**src/rtl/flexbex_ibex_pkg.sv**
```systemverilog
// Shared core types: CSR operation encoding and the CSR-port arbiter state machine.
// Also holds the address prefix that marks the read-only CSR space.
package flexbex_ibex_pkg;

    typedef enum logic [1:0] {
        CSR_READ  = 2'd0,
        CSR_WRITE = 2'd1,
        CSR_SET   = 2'd2,
        CSR_CLEAR = 2'd3
    } csr_op_e;

    typedef enum logic [1:0] {
        ARB_IDLE = 2'd0,
        ARB_PEND = 2'd1,
        ARB_RESP = 2'd2
    } csr_arb_state_e;

    // CSR addresses with [11:10] == 2'b11 are architecturally read-only.
    localparam logic [1:0] CSR_RO_PREFIX = 2'b11;

    function automatic logic csr_ext_illegal(
        input logic [1:0]  op,
        input logic [11:0] addr,
        input logic        allow_write
    );
        return (csr_op_e'(op) != CSR_READ) &&
               (!allow_write || (addr[11:10] == CSR_RO_PREFIX));
    endfunction

endpackage

```
**src/rtl/flexbex_ibex_csr_arbiter.sv**
```systemverilog
// Shares the CSR file port between the ID-stage CSR path and an external debug/config port.
// The core wins by default; a starvation counter forces a waiting ext access through.
module flexbex_ibex_csr_arbiter
    import flexbex_ibex_pkg::*;
#(
    parameter int unsigned MAX_WAIT        = 8,
    parameter bit          ALLOW_EXT_WRITE = 1'b1
) (
    input  logic        clk,
    input  logic        rst_n,

    input  logic        core_csr_access_i,
    input  logic [11:0] core_csr_addr_i,
    input  logic [31:0] core_csr_wdata_i,
    input  logic [1:0]  core_csr_op_i,
    output logic [31:0] core_csr_rdata_o,
    output logic        core_stall_o,

    input  logic        ext_req_i,
    input  logic [11:0] ext_addr_i,
    input  logic [31:0] ext_wdata_i,
    input  logic [1:0]  ext_op_i,
    output logic        ext_gnt_o,
    output logic        ext_rvalid_o,
    output logic [31:0] ext_rdata_o,
    output logic        ext_err_o,

    input  logic        trap_busy_i,

    output logic        csr_access_o,
    output logic [11:0] csr_addr_o,
    output logic [31:0] csr_wdata_o,
    output logic [1:0]  csr_op_o,
    input  logic [31:0] csr_rdata_i
);

    localparam int unsigned     CNT_W    = $clog2(MAX_WAIT + 1);
    localparam logic [CNT_W-1:0] WAIT_MAX = CNT_W'(MAX_WAIT);

    csr_arb_state_e   state_q, state_d;
    logic [CNT_W-1:0] wait_cnt_q, wait_cnt_d;
    logic [11:0]      addr_q, addr_d;
    logic [31:0]      wdata_q, wdata_d;
    logic [1:0]       op_q, op_d;
    logic             illegal_q, illegal_d;
    logic [31:0]      rdata_q, rdata_d;
    logic             err_q, err_d;

    logic             ext_issue;

    // A trap save/mret/dret update always wins, even over a saturated counter.
    assign ext_issue = (state_q == ARB_PEND) && !illegal_q && !trap_busy_i &&
                       (!core_csr_access_i || (wait_cnt_q == WAIT_MAX));

    always_ff @(posedge clk or negedge rst_n) begin
        if (!rst_n) begin
            state_q    <= ARB_IDLE;
            wait_cnt_q <= '0;
            addr_q     <= '0;
            wdata_q    <= '0;
            op_q       <= '0;
            illegal_q  <= 1'b0;
            rdata_q    <= '0;
            err_q      <= 1'b0;
        end else begin
            state_q    <= state_d;
            wait_cnt_q <= wait_cnt_d;
            addr_q     <= addr_d;
            wdata_q    <= wdata_d;
            op_q       <= op_d;
            illegal_q  <= illegal_d;
            rdata_q    <= rdata_d;
            err_q      <= err_d;
        end
    end

    always_comb begin
        state_d    = state_q;
        wait_cnt_d = wait_cnt_q;
        addr_d     = addr_q;
        wdata_d    = wdata_q;
        op_d       = op_q;
        illegal_d  = illegal_q;
        rdata_d    = rdata_q;
        err_d      = err_q;

        case (state_q)
            ARB_IDLE: begin
                wait_cnt_d = '0;
                if (ext_req_i) begin
                    addr_d    = ext_addr_i;
                    wdata_d   = ext_wdata_i;
                    op_d      = ext_op_i;
                    illegal_d = csr_ext_illegal(ext_op_i, ext_addr_i, ALLOW_EXT_WRITE);
                    state_d   = ARB_PEND;
                end
            end
            ARB_PEND: begin
                if (illegal_q) begin
                    rdata_d = '0;
                    err_d   = 1'b1;
                    state_d = ARB_RESP;
                end else if (ext_issue) begin
                    rdata_d = csr_rdata_i;
                    err_d   = 1'b0;
                    state_d = ARB_RESP;
                end else if (wait_cnt_q != WAIT_MAX) begin
                    wait_cnt_d = wait_cnt_q + CNT_W'(1);
                end
            end
            ARB_RESP: begin
                wait_cnt_d = '0;
                state_d    = ARB_IDLE;
            end
            default: begin
                state_d = ARB_IDLE;
            end
        endcase
    end

    always_comb begin
        ext_gnt_o        = (state_q == ARB_IDLE) && ext_req_i;
        ext_rvalid_o     = (state_q == ARB_RESP);
        ext_err_o        = (state_q == ARB_RESP) && err_q;
        ext_rdata_o      = rdata_q;
        core_stall_o     = ext_issue && core_csr_access_i;
        core_csr_rdata_o = csr_rdata_i;

        csr_access_o = core_csr_access_i;
        csr_addr_o   = core_csr_addr_i;
        csr_wdata_o  = core_csr_wdata_i;
        csr_op_o     = core_csr_op_i;
        if (ext_issue) begin
            csr_access_o = 1'b1;
            csr_addr_o   = addr_q;
            csr_wdata_o  = wdata_q;
            csr_op_o     = op_q;
        end
    end

endmodule

```
**config.mk**
```make
export PLATFORM = sky130hd
export DESIGN_NAME = flexbex_ibex_csr_arbiter
export DESIGN_NICKNAME = d
export VERILOG_FILES = /design/src/rtl/flexbex_ibex_pkg.sv /design/src/rtl/flexbex_ibex_csr_arbiter.sv
export SDC_FILE = /design/constraint.sdc
export NUM_CORES = 1
export LEC_CHECK = 0
export ABC_AREA = 1
export BUFFER_PORTS_ARGS = -buffer_cell sky130_fd_sc_hd__buf_2
export CAP_MARGIN = 10
export CORE_MARGIN = 4
export CORE_UTILIZATION = 40
export CTS_CLUSTER_SIZE = 8
export DETAILED_ROUTE_END_ITERATION = 16
export PLACE_DENSITY = 0.7
export SLEW_MARGIN = 20
export SYNTH_ARGS = -nofsm -noshare
export SYNTH_HDL_FRONTEND = slang
export SYNTH_SLANG_ARGS = --single-unit
export TNS_END_PERCENT = 20
```
**constraint.sdc**
```tcl
create_clock -name clk -period 3 [get_ports clk]
set_input_delay 0.75 -clock clk [delete_from_list [all_inputs] [get_ports clk]]
set_output_delay 0.75 -clock clk [all_outputs]
set_load 0.01 [all_outputs]
```
Yosys cells after proc, flatten, opt, wreduce, memory -nomap -nowiden. Index checks and enable logic that the tools add are counted.

Logic and storage cells: 55. Output and inout port bits: 115. Bits in registers: 86.

Equal/unequal tests: 10. Mux-type cells: 16. Reduce and logical (&&, ||, !) cells: 20. Add/subtract/negate cells: 1.

Operators by type and width (number): 32-bit two-way mux (3); 12-bit two-way mux (1); 4-bit two-way mux (3); 2-bit two-way mux (4); 4-bit one-hot mux with 2 select lines (1); 1-bit logical AND (7); 2-bit inequality test (second input constant) (3); 2-bit AND reduction (3); 2-bit nonzero test (3); 4-bit by 1-bit adder with 4-bit output (second input constant) (1); 2-bit equality test (second input constant) (2); 4-bit equality test (second input constant) (1); 4-bit inequality test (second input constant) (1); 2-bit one-hot mux with 2 select lines (1); 4-bit AND reduction (1); 1-bit logical NOT (3); 1-bit two-way mux (3); 3-bit inequality test (second input constant) (1); 2-bit by 1-bit equality test with 1-bit output (second input constant) (1); 2-bit logical NOT (1); 2-bit by 1-bit inequality test with 1-bit output (second input constant) (1); 2-bit OR reduction (1); 1-bit logical OR (1).

Depth between registers and ports, before layout.
Depth in word-level cells: 7. Mapped depth: 9.

Least setup slack after synthesis. Ideal clock, no wire load.

Kind: input -> output. Start: input port trap_busy_i. End: output port core_stall_o. Path buffers: 2. Data arrival time: 1513 ps. Data required time: 2250 ps. Stages on the path: 7. Setup slack: 737 ps. Cells stage by stage: inv_1 > nand2_1 > nor2_4 > nand2_4 > buf_6 > buf_6 > nor2_1.

Longest elaborated chain between the ends: 4.

RTL lines: start: declaration (line flexbex_ibex_csr_arbiter.sv:28) `input logic trap_busy_i,`; 1-bit logical NOT (line flexbex_ibex_csr_arbiter.sv:52) `assign ext_issue = (state_q == ARB_PEND) && !illegal_q && !trap_busy_i &&`; 1-bit logical AND (2 in a row) (line flexbex_ibex_csr_arbiter.sv:52); 1-bit logical AND (line flexbex_ibex_csr_arbiter.sv:126) `core_stall_o = ext_issue && core_csr_access_i;`; end: declaration (line flexbex_ibex_csr_arbiter.sv:17) `output logic core_stall_o,`.

No other way between the ends.

Worst setup path in the final report.
Start: register wait_cnt_q[0]. End: output port csr_wdata_o[18].

Longest elaborated chain between the ends: 4.

RTL lines: start: declaration (line flexbex_ibex_csr_arbiter.sv:41) `logic [CNT_W-1:0] wait_cnt_q, wait_cnt_d;`; start signal: assignment (line flexbex_ibex_csr_arbiter.sv:67) `wait_cnt_q <= wait_cnt_d;`; 4-bit equality test (line flexbex_ibex_csr_arbiter.sv:53) `(!core_csr_access_i || (wait_cnt_q == WAIT_MAX));`; 1-bit logical OR (line flexbex_ibex_csr_arbiter.sv:53); 1-bit logical AND (line flexbex_ibex_csr_arbiter.sv:52); 32-bit two-way mux (line flexbex_ibex_csr_arbiter.sv:133) `if (ext_issue) begin`; end: declaration (line flexbex_ibex_csr_arbiter.sv:32) `output logic [31:0] csr_wdata_o,`.

No other way between the ends.

==> results.sh <==
export IMPL_cp_start_kind="flip-flop"
export IMPL_antenna_found_initial=0
export IMPL_clock_fmax_mhz=351.6
export IMPL_power_switching_share=0.3993
export IMPL_worstPathMaxFanout=24
export IMPL_final_cells=984
export IMPL_endpoint_kind="output pin"
export IMPL_crit_top_cell="nand2_1"
export IMPL_cap_violations=0
export IMPL_fin_setup_tns_ps=0
export IMPL_p_clk_frac=0.210
export IMPL_clk_latency_ps=330
export IMPL_cts_hold_buffers_added=0
export IMPL_synth_cell_type_count=22
export IMPL_post_route_period_util=0.9481
export IMPL_grt_start_max_net_pins=68
export IMPL_dr_pass1_iters=4
export IMPL_vdd_drop_max_mv=0.4115
export IMPL_synthArstFlopShare=1.000
export IMPL_ios=244
export IMPL_pwr_share_seq=0.387
export IMPL_h_tree_depth=3
export IMPL_postCtsSetupBuffers=0
export IMPL_final_util=0.5358
export IMPL_fp_coreArea_um2=11030
export IMPL_numCtsBuffers=9
export IMPL_grt_pass1_vias=4257
export IMPL_synth_seq_cells=86
export IMPL_ys_warn_count=0
export IMPL_die_w_um=115.0
export IMPL_post_route_cell_area_um2=5911
export IMPL_p_sw_uw=2047
export IMPL_place_hpwl_um=9405
export IMPL_yosysSeqAreaShare=0.4701
export IMPL_cts_tree="done"
export IMPL_routed_wirelength_um=12920
export IMPL_grt_util_all_layers=0.1903
export IMPL_post_cts_resized=0
export IMPL_critPathSlowestCell="dfrtp_1"
export IMPL_via_count=4407
export IMPL_drcViolationCount=0
export IMPL_synth_top_area_frac=0.4701
export IMPL_synth_edff_count=0
export IMPL_critical_path_class="reg -> out"
export IMPL_n_antenna_cell=0
export IMPL_tightest_slew_ps=510.9
export IMPL_status="complete, no violations"
export IMPL_yosysTopAreaCell="dfrtp_1"
export IMPL_path_clk_slew_ps=70
export IMPL_synthTopCellsByCount="nand2_1, dfrtp_1, inv_1, buf_4, nor2_1"
export IMPL_p_int_uw=3080
export IMPL_crit_path_cell_trace="inv_1, ha_1, nand3_2, nand2_1, nand2_4, inv_4, buf_12, nand2_1, nand2_1, buf_2"
export IMPL_syn2layout_area_growth_pct=29.11
export IMPL_cpPeakStageDelay_ps=420
export IMPL_cts_root_buf="clkbuf_16"
export IMPL_synth_area_leaders="dfrtp_1, nand2_1, buf_4"
export IMPL_dieHeight_um=115.0
export IMPL_rsz0062_at_grt="false"
export IMPL_netlist_area_um2=4578
export IMPL_syn_avg_cell_area_um2=7.131
export IMPL_hold_path_class="in -> async"
export IMPL_total_power_uw=5126
export IMPL_power_frac_comb=0.403
export IMPL_row_count=38
export IMPL_slew_violations=0
export IMPL_gr_total_overflow=0
export IMPL_drive_gt1_frac=0.3306
export IMPL_relSlewSlack=0.6594
export IMPL_place_congestion=0.7900
export IMPL_die_area_um2=13220
export IMPL_fin_nets=970
export IMPL_portBuffers=243
export IMPL_start_util=0.4150
export IMPL_syn_nets=773
export IMPL_yosysMostFrequentCell="nand2_1"
export IMPL_syn_inst=642
export IMPL_required_ps=2250
export IMPL_hold_violations=0
export IMPL_wl_per_cell_um=13.13
export IMPL_clockBufferDepth=2
export IMPL_power_leakage_uw=0.003725
export IMPL_synth_ff_type="dfrtp_1"
export IMPL_drtIter0Drc=253
export IMPL_grt_pass1_wl_um=20180
export IMPL_power_density_nw_per_um2=867.3
export IMPL_ant_nets=0
export IMPL_dpl_cell_count=968
export IMPL_post_dp_cell_area_um2=5609
export IMPL_via_per_inst=4.479
export IMPL_numClockSinks=86
export IMPL_finalSetupViolCount=0
export IMPL_period_minus_slack_ps=2844
export IMPL_fin_skew_ps=10.44
export IMPL_cp_arrival_ps=2090
worst paths after layout:
| path | start | end | slack, ps | depth (start not counted) |
|---|---|---|---|---|
| min | rst_n | ext_rdata_o[6] | 300 | 1 |
| max reg2reg | wait_cnt_q[0] | ext_rdata_o[24] | 940 | 9 |
| max in group asynchronous | rst_n | wdata_q[15] | 2070 | 2 |
| min in group clk | addr_q[7] | addr_q[7] | 480 | 2 |
| min reg2reg | addr_q[7] | addr_q[7] | 480 | 2 |
| max | wait_cnt_q[0] | csr_wdata_o[18] | 160 | 10 |
cell families (layout without fill, tap and decap cells):
| group | after synthesis | count (layout) | synth area share |
|---|---|---|---|
| AOI/OAI and AO/OA | 8 | 8 | 0.009019 |
| xor gates and xnor gates | 1 | 1 | 0.001913 |
| adders and majority gates | 2 | 2 | 0.005465 |
| buffers and inverters | 114 | 316 | 0.1405 |
| DFF | 86 | 86 | 0.4701 |
| and+or+nand+nor | 431 | 431 | 0.3731 |
registers in the layout, indices dropped and copies added (netlist names):
signal	cells
wdata_q	32
wait_cnt_q	4
state_q	2
op_q	2
addr_q	12
illegal_q	1
err_q	1
ext_rdata_o	32
metrics by stage:
step	hold slack, ps	setup WS, ps
floorplan	449.2	736.6
global placement	462.3	286.4
detailed placement	465.0	279.6
CTS	293.5	16.78
global route	299.5	3.395
finish	297.3	155.9
critical path: cells and delay by family, from the launching register on:
family | cells | cell delay [ps]
buffers and inverters | 4 | 620
and+or+nand+nor | 5 | 530
DFF | 1 | 420
adders and majority gates | 1 | 170
layer usage:
metal,share of wire,GRT usage
met1,0.44,0.2467
met2,0.46,0.3144
met3,0.083,0.04947
met4,0.018,0.05556
met5,0,0
layout by cell type (no fill, tap or decap), drive strengths merged:
cell        n
dfrtp      86
nor3        1
nand2     352
nand3      37
o21ai       7
buf       252
inv        50
clkinvlp    2
nor2       38
nand4       3
clkinv      1
ha          2
o22ai       1
clkbuf     11
xor2        1
cell type report:
cell class / count / area (um2)
Fill cell: 1140 / 5120
Sequential cell: 86 / 2152
Multi-Input combinational cell: 442 / 1788
Timing Repair Buffer: 252 / 1319
Clock buffer: 11 / 252.7
Inverter: 48 / 182.7
Tap cell: 140 / 175.2
Clock inverter: 5 / 41.29
power groups by stage:
| stage | combinational (uW) | sequential [uW] | clock (uW) |
|---|---|---|---|
| finish | 2070 | 1990 | 1070 |
| global route | 2360 | 2050 | 1160 |
| CTS | 2100 | 1980 | 1110 |
| detailed placement | 2100 | 1990 | 0 |
| global placement | 2050 | 1980 | 0 |
| floorplan | 1370 | 2020 | 0 |
No activity file was read; power rests on OpenSTA's default activity.
